File: src/rtl/key_frame_loader_if.sv
// Key-delivery handshake and committed-key bus between a frame source and the loader.
interface key_frame_loader_if #(
  parameter int KEY_W = 12
);
  logic             load_start;
  logic             key_bit;
  logic             key_valid;
  logic             key_ready;
  logic [KEY_W-1:0] key_out;
  logic             key_loaded;
  logic             key_err;
  logic             busy;

  modport master (
    output load_start, key_bit, key_valid,
    input  key_ready, key_out, key_loaded, key_err, busy
  );

  modport slave (
    input  load_start, key_bit, key_valid,
    output key_ready, key_out, key_loaded, key_err, busy
  );
endinterface

File: src/rtl/key_frame_loader.sv
// Bit-serial key frame (KEY_W bits LSB-first + even parity) over valid/ready,
// parity-checked and committed atomically to key_out; optional lock after first good load.
module key_frame_loader #(
  parameter int               KEY_W       = 12,
  parameter logic [KEY_W-1:0] DEFAULT_KEY = '0,
  parameter bit               LOCK_ONCE   = 1'b1,
  parameter int               TIMEOUT     = 16
) (
  input  logic              clk,
  input  logic              rst,
  key_frame_loader_if.slave kif
);
  localparam int BW = $clog2(KEY_W + 1);
  localparam int TW = $clog2(TIMEOUT + 1);
  localparam int IW = (KEY_W > 1) ? $clog2(KEY_W) : 1;
  localparam logic [BW-1:0] PAR_IDX  = BW'(KEY_W);
  localparam logic [TW-1:0] TO_LIMIT = TW'(TIMEOUT);

  typedef enum logic [1:0] {IDLE, SHIFT, CHECK, LOCKED} state_t;

  state_t           state_q;
  logic [KEY_W-1:0] shadow_q;
  logic [KEY_W-1:0] key_out_q;
  logic [BW-1:0]    bit_cnt_q;
  logic [TW-1:0]    to_cnt_q;
  logic [TW-1:0]    to_cnt_d;
  logic             pbit_q;
  logic             key_loaded_q;
  logic             key_err_q;
  logic             key_ready_q;
  logic             busy_q;
  logic             frame_ok;

  assign to_cnt_d = to_cnt_q + 1'b1;
  assign frame_ok = ~(^shadow_q ^ pbit_q);

  always_ff @(posedge clk or posedge rst) begin
    if (rst) begin
      state_q      <= IDLE;
      shadow_q     <= '0;
      key_out_q    <= DEFAULT_KEY;
      bit_cnt_q    <= '0;
      to_cnt_q     <= '0;
      pbit_q       <= 1'b0;
      key_loaded_q <= 1'b0;
      key_err_q    <= 1'b0;
      key_ready_q  <= 1'b0;
      busy_q       <= 1'b0;
    end else begin
      unique case (state_q)
        IDLE: begin
          if (kif.load_start) begin
            state_q     <= SHIFT;
            shadow_q    <= '0;
            bit_cnt_q   <= '0;
            to_cnt_q    <= '0;
            key_err_q   <= 1'b0;
            key_ready_q <= 1'b1;
            busy_q      <= 1'b1;
          end
        end
        SHIFT: begin
          // key_ready_q is always 1 here, so key_valid alone marks a transfer
          if (kif.key_valid) begin
            to_cnt_q <= '0;
            if (bit_cnt_q == PAR_IDX) begin
              pbit_q      <= kif.key_bit;
              key_ready_q <= 1'b0;
              state_q     <= CHECK;
            end else begin
              shadow_q[bit_cnt_q[IW-1:0]] <= kif.key_bit;
              bit_cnt_q                   <= bit_cnt_q + 1'b1;
            end
          end else if (to_cnt_d == TO_LIMIT) begin
            key_err_q   <= 1'b1;
            key_ready_q <= 1'b0;
            busy_q      <= 1'b0;
            state_q     <= IDLE;
          end else begin
            to_cnt_q <= to_cnt_d;
          end
        end
        CHECK: begin
          busy_q <= 1'b0;
          if (frame_ok) begin
            key_out_q    <= shadow_q;
            key_loaded_q <= 1'b1;
            state_q      <= LOCK_ONCE ? LOCKED : IDLE;
          end else begin
            key_err_q <= 1'b1;
            state_q   <= IDLE;
          end
        end
        LOCKED: state_q <= LOCKED;
        default: state_q <= IDLE;
      endcase
    end
  end

  assign kif.key_ready  = key_ready_q;
  assign kif.key_out    = key_out_q;
  assign kif.key_loaded = key_loaded_q;
  assign kif.key_err    = key_err_q;
  assign kif.busy       = busy_q;
endmodule

File: src/flat_wrapper.sv
// flat-port wrapper written by rule: the top's interface ports become plain ports
module key_frame_loader_flat 
#(
  parameter int               KEY_W       = 12,
  parameter logic [KEY_W-1:0] DEFAULT_KEY = '0,
  parameter bit               LOCK_ONCE   = 1'b1,
  parameter int               TIMEOUT     = 16
)
  (clk, rst, kif_load_start, kif_key_bit, kif_key_valid, kif_key_ready, kif_key_out, kif_key_loaded, kif_key_err, kif_busy);
  key_frame_loader_if #(.KEY_W(KEY_W)) kif_i ();
  input  logic clk;
  input  logic rst;
  input wire logic [$bits(kif_i.load_start)-1:0] kif_load_start;
  input wire logic [$bits(kif_i.key_bit)-1:0] kif_key_bit;
  input wire logic [$bits(kif_i.key_valid)-1:0] kif_key_valid;
  output wire logic [$bits(kif_i.key_ready)-1:0] kif_key_ready;
  output wire logic [$bits(kif_i.key_out)-1:0] kif_key_out;
  output wire logic [$bits(kif_i.key_loaded)-1:0] kif_key_loaded;
  output wire logic [$bits(kif_i.key_err)-1:0] kif_key_err;
  output wire logic [$bits(kif_i.busy)-1:0] kif_busy;
  assign kif_i.load_start = kif_load_start;
  assign kif_i.key_bit = kif_key_bit;
  assign kif_i.key_valid = kif_key_valid;
  assign kif_key_ready = kif_i.key_ready;
  assign kif_key_out = kif_i.key_out;
  assign kif_key_loaded = kif_i.key_loaded;
  assign kif_key_err = kif_i.key_err;
  assign kif_busy = kif_i.busy;
  key_frame_loader #(.KEY_W(KEY_W), .DEFAULT_KEY(DEFAULT_KEY), .LOCK_ONCE(LOCK_ONCE), .TIMEOUT(TIMEOUT)) u_core (.clk(clk), .rst(rst), .kif(kif_i));
endmodule
File: config.mk
export PLATFORM = sky130hd
export DESIGN_NAME = key_frame_loader_flat
export DESIGN_NICKNAME = d
export VERILOG_FILES = /design/src/rtl/key_frame_loader_if.sv /design/src/rtl/key_frame_loader.sv /design/src/flat_wrapper.sv
export SDC_FILE = /design/constraint.sdc
export NUM_CORES = 1
export LEC_CHECK = 0
export CELL_PAD_IN_SITES_DETAIL_PLACEMENT = 1
export CELL_PAD_IN_SITES_GLOBAL_PLACEMENT = 2
export CORE_UTILIZATION = 41
export CTS_BUF_LIST = sky130_fd_sc_hd__clkbuf_8
export DETAILED_ROUTE_END_ITERATION = 6
export PLACE_DENSITY_LB_ADDON = 0.1
export SYNTH_ARGS = -nofsm -noshare
export SYNTH_HDL_FRONTEND = slang
export SYNTH_SLANG_ARGS = --single-unit
File: constraint.sdc
create_clock -name clk -period 5.96 [get_ports clk]
set_input_delay 1.192 -clock clk [delete_from_list [all_inputs] [get_ports clk]]
set_output_delay 1.192 -clock clk [all_outputs]
set_load 0.01 [all_outputs]
==> impl_results.html <==
<table>
<tr><th>Metric</th><th>Value</th></tr>
<tr><th colspan="2">Status</th></tr>
<tr><td>Run status</td><td>completed</td></tr>
<tr><th colspan="2">Synthesis</th></tr>
<tr><td>Post-Syn Area</td><td>0.00216 mm^2</td></tr>
<tr><td>Post-synthesis compound-gate area fraction</td><td>0.133</td></tr>
<tr><td>Number of distinct standard cells referenced by the synthesized netlist</td><td>45</td></tr>
<tr><td>Area leader, netlist</td><td>dfrtp_1</td></tr>
<tr><td>Top FF cell, synth</td><td>dfrtp_1</td></tr>
<tr><td>Net count after synthesis</td><td>220</td></tr>
<tr><td>Yosys synthesis warning count</td><td>0</td></tr>
<tr><td>Syn_area_per_cell</td><td>10.5 um^2</td></tr>
<tr><td>Post-synthesis instance total</td><td>206</td></tr>
<tr><td>Area fraction in and, or, nand and nor cells after synthesis</td><td>0.156</td></tr>
<tr><td>Main combinational cell family by area after synthesis</td><td>simple AND/OR/NAND/NOR gates</td></tr>
<tr><td>Yosys top cell area share</td><td>0.464</td></tr>
<tr><td>Xor/xnor cell area share of the yosys netlist</td><td>0.0621</td></tr>
<tr><td>Fraction of registers with async set/reset</td><td>1.00</td></tr>
<tr><td>Post-synthesis sequential element count</td><td>40</td></tr>
<tr><td>Multiplexer fraction of the synthesized cell area</td><td>0.102</td></tr>
<tr><td>Number of enable-type register cells in the synthesized netlist</td><td>0</td></tr>
<tr><td>Top area cells in the synthesized netlist</td><td>dfrtp_1 46%, nand2_1 6.1%, mux2_4 5.6%, ha_1 5.2%, mux2_2 3.7%</td></tr>
<tr><td>Sequential-to-total area share from yosys stat</td><td>0.464</td></tr>
<tr><td>Share of synthesized cell area in full adder, half adder and majority cells</td><td>0.0522</td></tr>
<tr><th colspan="2">Layout</th></tr>
<tr><td>Number of nets in the layout</td><td>242</td></tr>
<tr><td>Ratio of cells with drive above 1 in the final layout</td><td>0.123</td></tr>
<tr><td>Final-layout fill cell count</td><td>599</td></tr>
<tr><td>Core utilization of the finished layout</td><td>0.496</td></tr>
<tr><td>Sequential cell area</td><td>0.00100 mm^2</td></tr>
<tr><td>ANT cells</td><td>0</td></tr>
<tr><td>Combined area of the multi-input logic cells</td><td>0.00109 mm^2</td></tr>
<tr><td>Area added between synthesis and finish</td><td>16.6%</td></tr>
<tr><th colspan="2">Timing</th></tr>
<tr><td>Unrepaired setup endpoints after global routing</td><td>false</td></tr>
<tr><td>Final number of max-transition violations</td><td>0</td></tr>
<tr><td>Highest clock frequency the design can meet</td><td>0.362 GHz</td></tr>
<tr><td>Worst-case headroom to the max-slew limit</td><td>0.554</td></tr>
<tr><td>Count of final hold-check violations</td><td>0</td></tr>
<tr><td># setup viols final</td><td>0</td></tr>
<tr><td>Pin slew with the least headroom to its limit</td><td>0.659 ns</td></tr>
<tr><td>Min Tclk post-route</td><td>2.76 ns</td></tr>
<tr><td>Final TNS setup</td><td>0 ns</td></tr>
<tr><td>Layout Skew</td><td>0.00376 ns</td></tr>
<tr><td>Hold slack final</td><td>0.478 ns</td></tr>
<tr><td>Part of the cycle the worst path needs</td><td>0.463</td></tr>
<tr><th colspan="2">Global routing</th></tr>
<tr><td>All-Layer GR Usage</td><td>0.191</td></tr>
<tr><td>Wire length of the first global-routing pass</td><td>7.87 mm</td></tr>
<tr><td>Grt total ovfl</td><td>0</td></tr>
<tr><td>Pin count of the biggest net entering global routing</td><td>41</td></tr>
<tr><td>Vias in the first global route</td><td>1575</td></tr>
<tr><td>Antenna violations before repair</td><td>0</td></tr>
<tr><th colspan="2">Floorplan</th></tr>
<tr><td>Die span in y</td><td>74.5 um</td></tr>
<tr><td>Full die area</td><td>0.00556 mm^2</td></tr>
<tr><td>Core area</td><td>0.00507 mm^2</td></tr>
<tr><td>Number of placed I/O pins</td><td>21</td></tr>
<tr><td>Initial Utilization</td><td>0.425</td></tr>
<tr><td>Chip Width</td><td>74.5 um</td></tr>
<tr><td>Site row count</td><td>26</td></tr>
<tr><th colspan="2">Power and ir drop</th></tr>
<tr><td>Total power density per cell area</td><td>429 mW/mm^2</td></tr>
<tr><td>Leakage</td><td>1.15 nW</td></tr>
<tr><td>Max rail drop VDD</td><td>0.149 mV</td></tr>
<tr><th colspan="2">Drt</th></tr>
<tr><td>DRC violations left</td><td>0</td></tr>
<tr><td>Wire length per cell after detailed routing</td><td>15.8 um</td></tr>
<tr><td>Wirelength, routed</td><td>4.72 mm</td></tr>
<tr><td>Number of nets with antenna violations after detailed routing</td><td>0</td></tr>
<tr><td>Average via count per standard cell</td><td>5.26</td></tr>
<tr><td>Via count</td><td>1566</td></tr>
<tr><td>Pre-antenna DRT Iters</td><td>4</td></tr>
<tr><td>Number of DRC markers after the initial detailed-route iteration</td><td>38</td></tr>
<tr><th colspan="2">Placement</th></tr>
<tr><td>Gpl congestion</td><td>0.848</td></tr>
<tr><td>IO Port Bufs</td><td>20</td></tr>
<tr><td>Post-DP HPWL</td><td>3.52 mm</td></tr>
<tr><th colspan="2">Job</th></tr>
<tr><td>Total of max-cap violations</td><td>0</td></tr>
<tr><th colspan="2">Clock network</th></tr>
<tr><td>Worst skew pair latency</td><td>0.29 ns</td></tr>
<tr><td>CTS tree</td><td>built</td></tr>
<tr><td>Number of buffers inserted to repair setup after CTS</td><td>0</td></tr>
<tr><td>Resized cells post-CTS</td><td>0</td></tr>
<tr><td>Buffers from clock root to sink, at most</td><td>2</td></tr>
<tr><td>Cell chosen for the clock root</td><td>clkbuf_8</td></tr>
<tr><td>Number of buffers added to fix hold violations after cts</td><td>0</td></tr>
<tr><td>CTS H-tree lvls</td><td>2</td></tr>
<tr><td>Clock-pin transition on the worst setup and hold timing paths</td><td>0.07 ns</td></tr>
<tr><td>Number of clock sinks</td><td>40</td></tr>
<tr><td>Total clock buffers created by CTS</td><td>5</td></tr>
<tr><th colspan="2">Critical path</th></tr>
<tr><td>Worst setup path category</td><td>input port to flip-flop</td></tr>
<tr><td>Required time of the worst setup path</td><td>6.14 ns</td></tr>
<tr><td>Kind of capture point of the worst setup path</td><td>flip-flop</td></tr>
<tr><td>Crit path launch type</td><td>input port</td></tr>
<tr><td>Highest fanout seen on the critical path</td><td>8</td></tr>
<tr><td>Critical path arrival</td><td>2.95 ns</td></tr>
<tr><th colspan="2">Hold path</th></tr>
<tr><td>Class of the tightest hold or removal check</td><td>flip-flop to flip-flop</td></tr>
</table>
[critical path, stage by stage]
cell	delay, ns
clkdlybuf4s50_1	0.64
a21boi_0	0.25
nor2_1	0.46
a21boi_0	0.17
a41o_1	0.23
[sequential cells by signal (all words and copies together) (netlist names)]
name and cells:
u_core.kif.key_out 12, u_core.shadow_q 12, u_core.to_cnt_q 5, u_core.bit_cnt_q 4, u_core.state_q 2, u_core.kif.busy 1
u_core.kif.key_err 1, u_core.kif.key_loaded 1, u_core.kif.key_ready 1, u_core.pbit_q 1
[worst paths after layout]
check / start / to / slack [ns] / depth (start not counted)
min reg2reg: u_core.kif.key_loaded / u_core.kif.key_loaded / 0.48 / 1
max: kif_key_valid / u_core.shadow_q[7] / 3.20 / 5
min in group asynchronous: rst / u_core.kif.key_out[0] / 1.33 / 3
max in group asynchronous: rst / u_core.kif.key_out[7] / 4.27 / 3
min: u_core.kif.key_loaded / u_core.kif.key_loaded / 0.48 / 1
max reg2reg: u_core.state_q[1] / u_core.shadow_q[7] / 3.43 / 6
[layer usage]
| layer | vias to the layer above | part of all wire | global-route usage |
|---|---|---|---|
| li1 | 761 | - | - |
| met1 | 775 | 0.50 | 0.259 |
| met2 | 25 | 0.47 | 0.303 |
| met3 | 5 | 0.029 | 0.0447 |
| met4 | 0 | 0.0080 | 0.0566 |
| met5 | - | 0 | 0 |
[cell usage in the layout (no fill, tap or decap), types with 2 or more instances in the layout]
| cell | count |
|---|---|
| a211oi_1 | 2 |
| dfrtp_1 | 40 |
| a22o_1 | 6 |
| o31a_1 | 2 |
| ha_1 | 9 |
| mux2_4 | 8 |
| inv_1 | 9 |
| or2_2 | 2 |
| nor3_1 | 3 |
| nor2_1 | 12 |
| a21boi_0 | 2 |
| mux2_2 | 7 |
| nand2_1 | 35 |
| nand2b_1 | 2 |
| a21oi_1 | 9 |
| o31ai_1 | 2 |
| o21ai_0 | 8 |
| nand3_1 | 6 |
| clkbuf_8 | 7 |
| mux2i_1 | 2 |
| nor2b_1 | 3 |
| clkdlybuf4s50_1 | 20 |
| xnor2_1 | 9 |
[power by group]
group | switching (mW) | internal [mW] | leakage [nW] | total [mW]
clock network | 0.0919 | 0.103 | 0.0503 | 0.195
registers | 0.0534 | 0.332 | 0.538 | 0.385
logic | 0.273 | 0.225 | 0.560 | 0.498
total | 0.419 | 0.659 | 1.15 | 1.08
[stage by stage]
stage,area (um^2),total power [mW],instances,setup slack (ns)
detailed placement,2420,0.896,291,2.91
global route,2510,1.17,298,2.98
global placement,2420,0.873,291,2.96
CTS,2510,1.09,298,3.21
finish,2510,1.08,298,3.20
floorplan,2160,0.742,206,3.60
[kinds of logic after synthesis]
family | count (synthesis)
DFF | 40
muxes | 17
adders and majority gates | 9
xor gates and xnor gates | 12
and+or+nand+nor | 72
AOI/OAI and AO/OA | 41
buffers and inverters | 15
[synthesized netlist by cell type (all sizes together) (2+ instances only)]
cell type  instances
a211oi             2
a21boi             2
a21oi              9
a22o               6
clkbuf             5
dfrtp             40
ha                 9
inv                9
mux2              15
mux2i              2
nand2             36
nand2b             2
nand3              6
nor2              12
nor2b              3
nor3               3
o21ai              8
o31a               2
o31ai              2
or2                2
xnor2              9
xnor3              2
[area by class of cell]
class | instances | share of cell area
multi-input combinational | 151 | 0.433
sequential | 40 | 0.398
timing repair buffer | 21 | 0.0826
clock buffer | 7 | 0.0383
tap | 70 | 0.0348
inverter | 9 | 0.0134
Note: power is estimated with default switching activity, not from simulation.
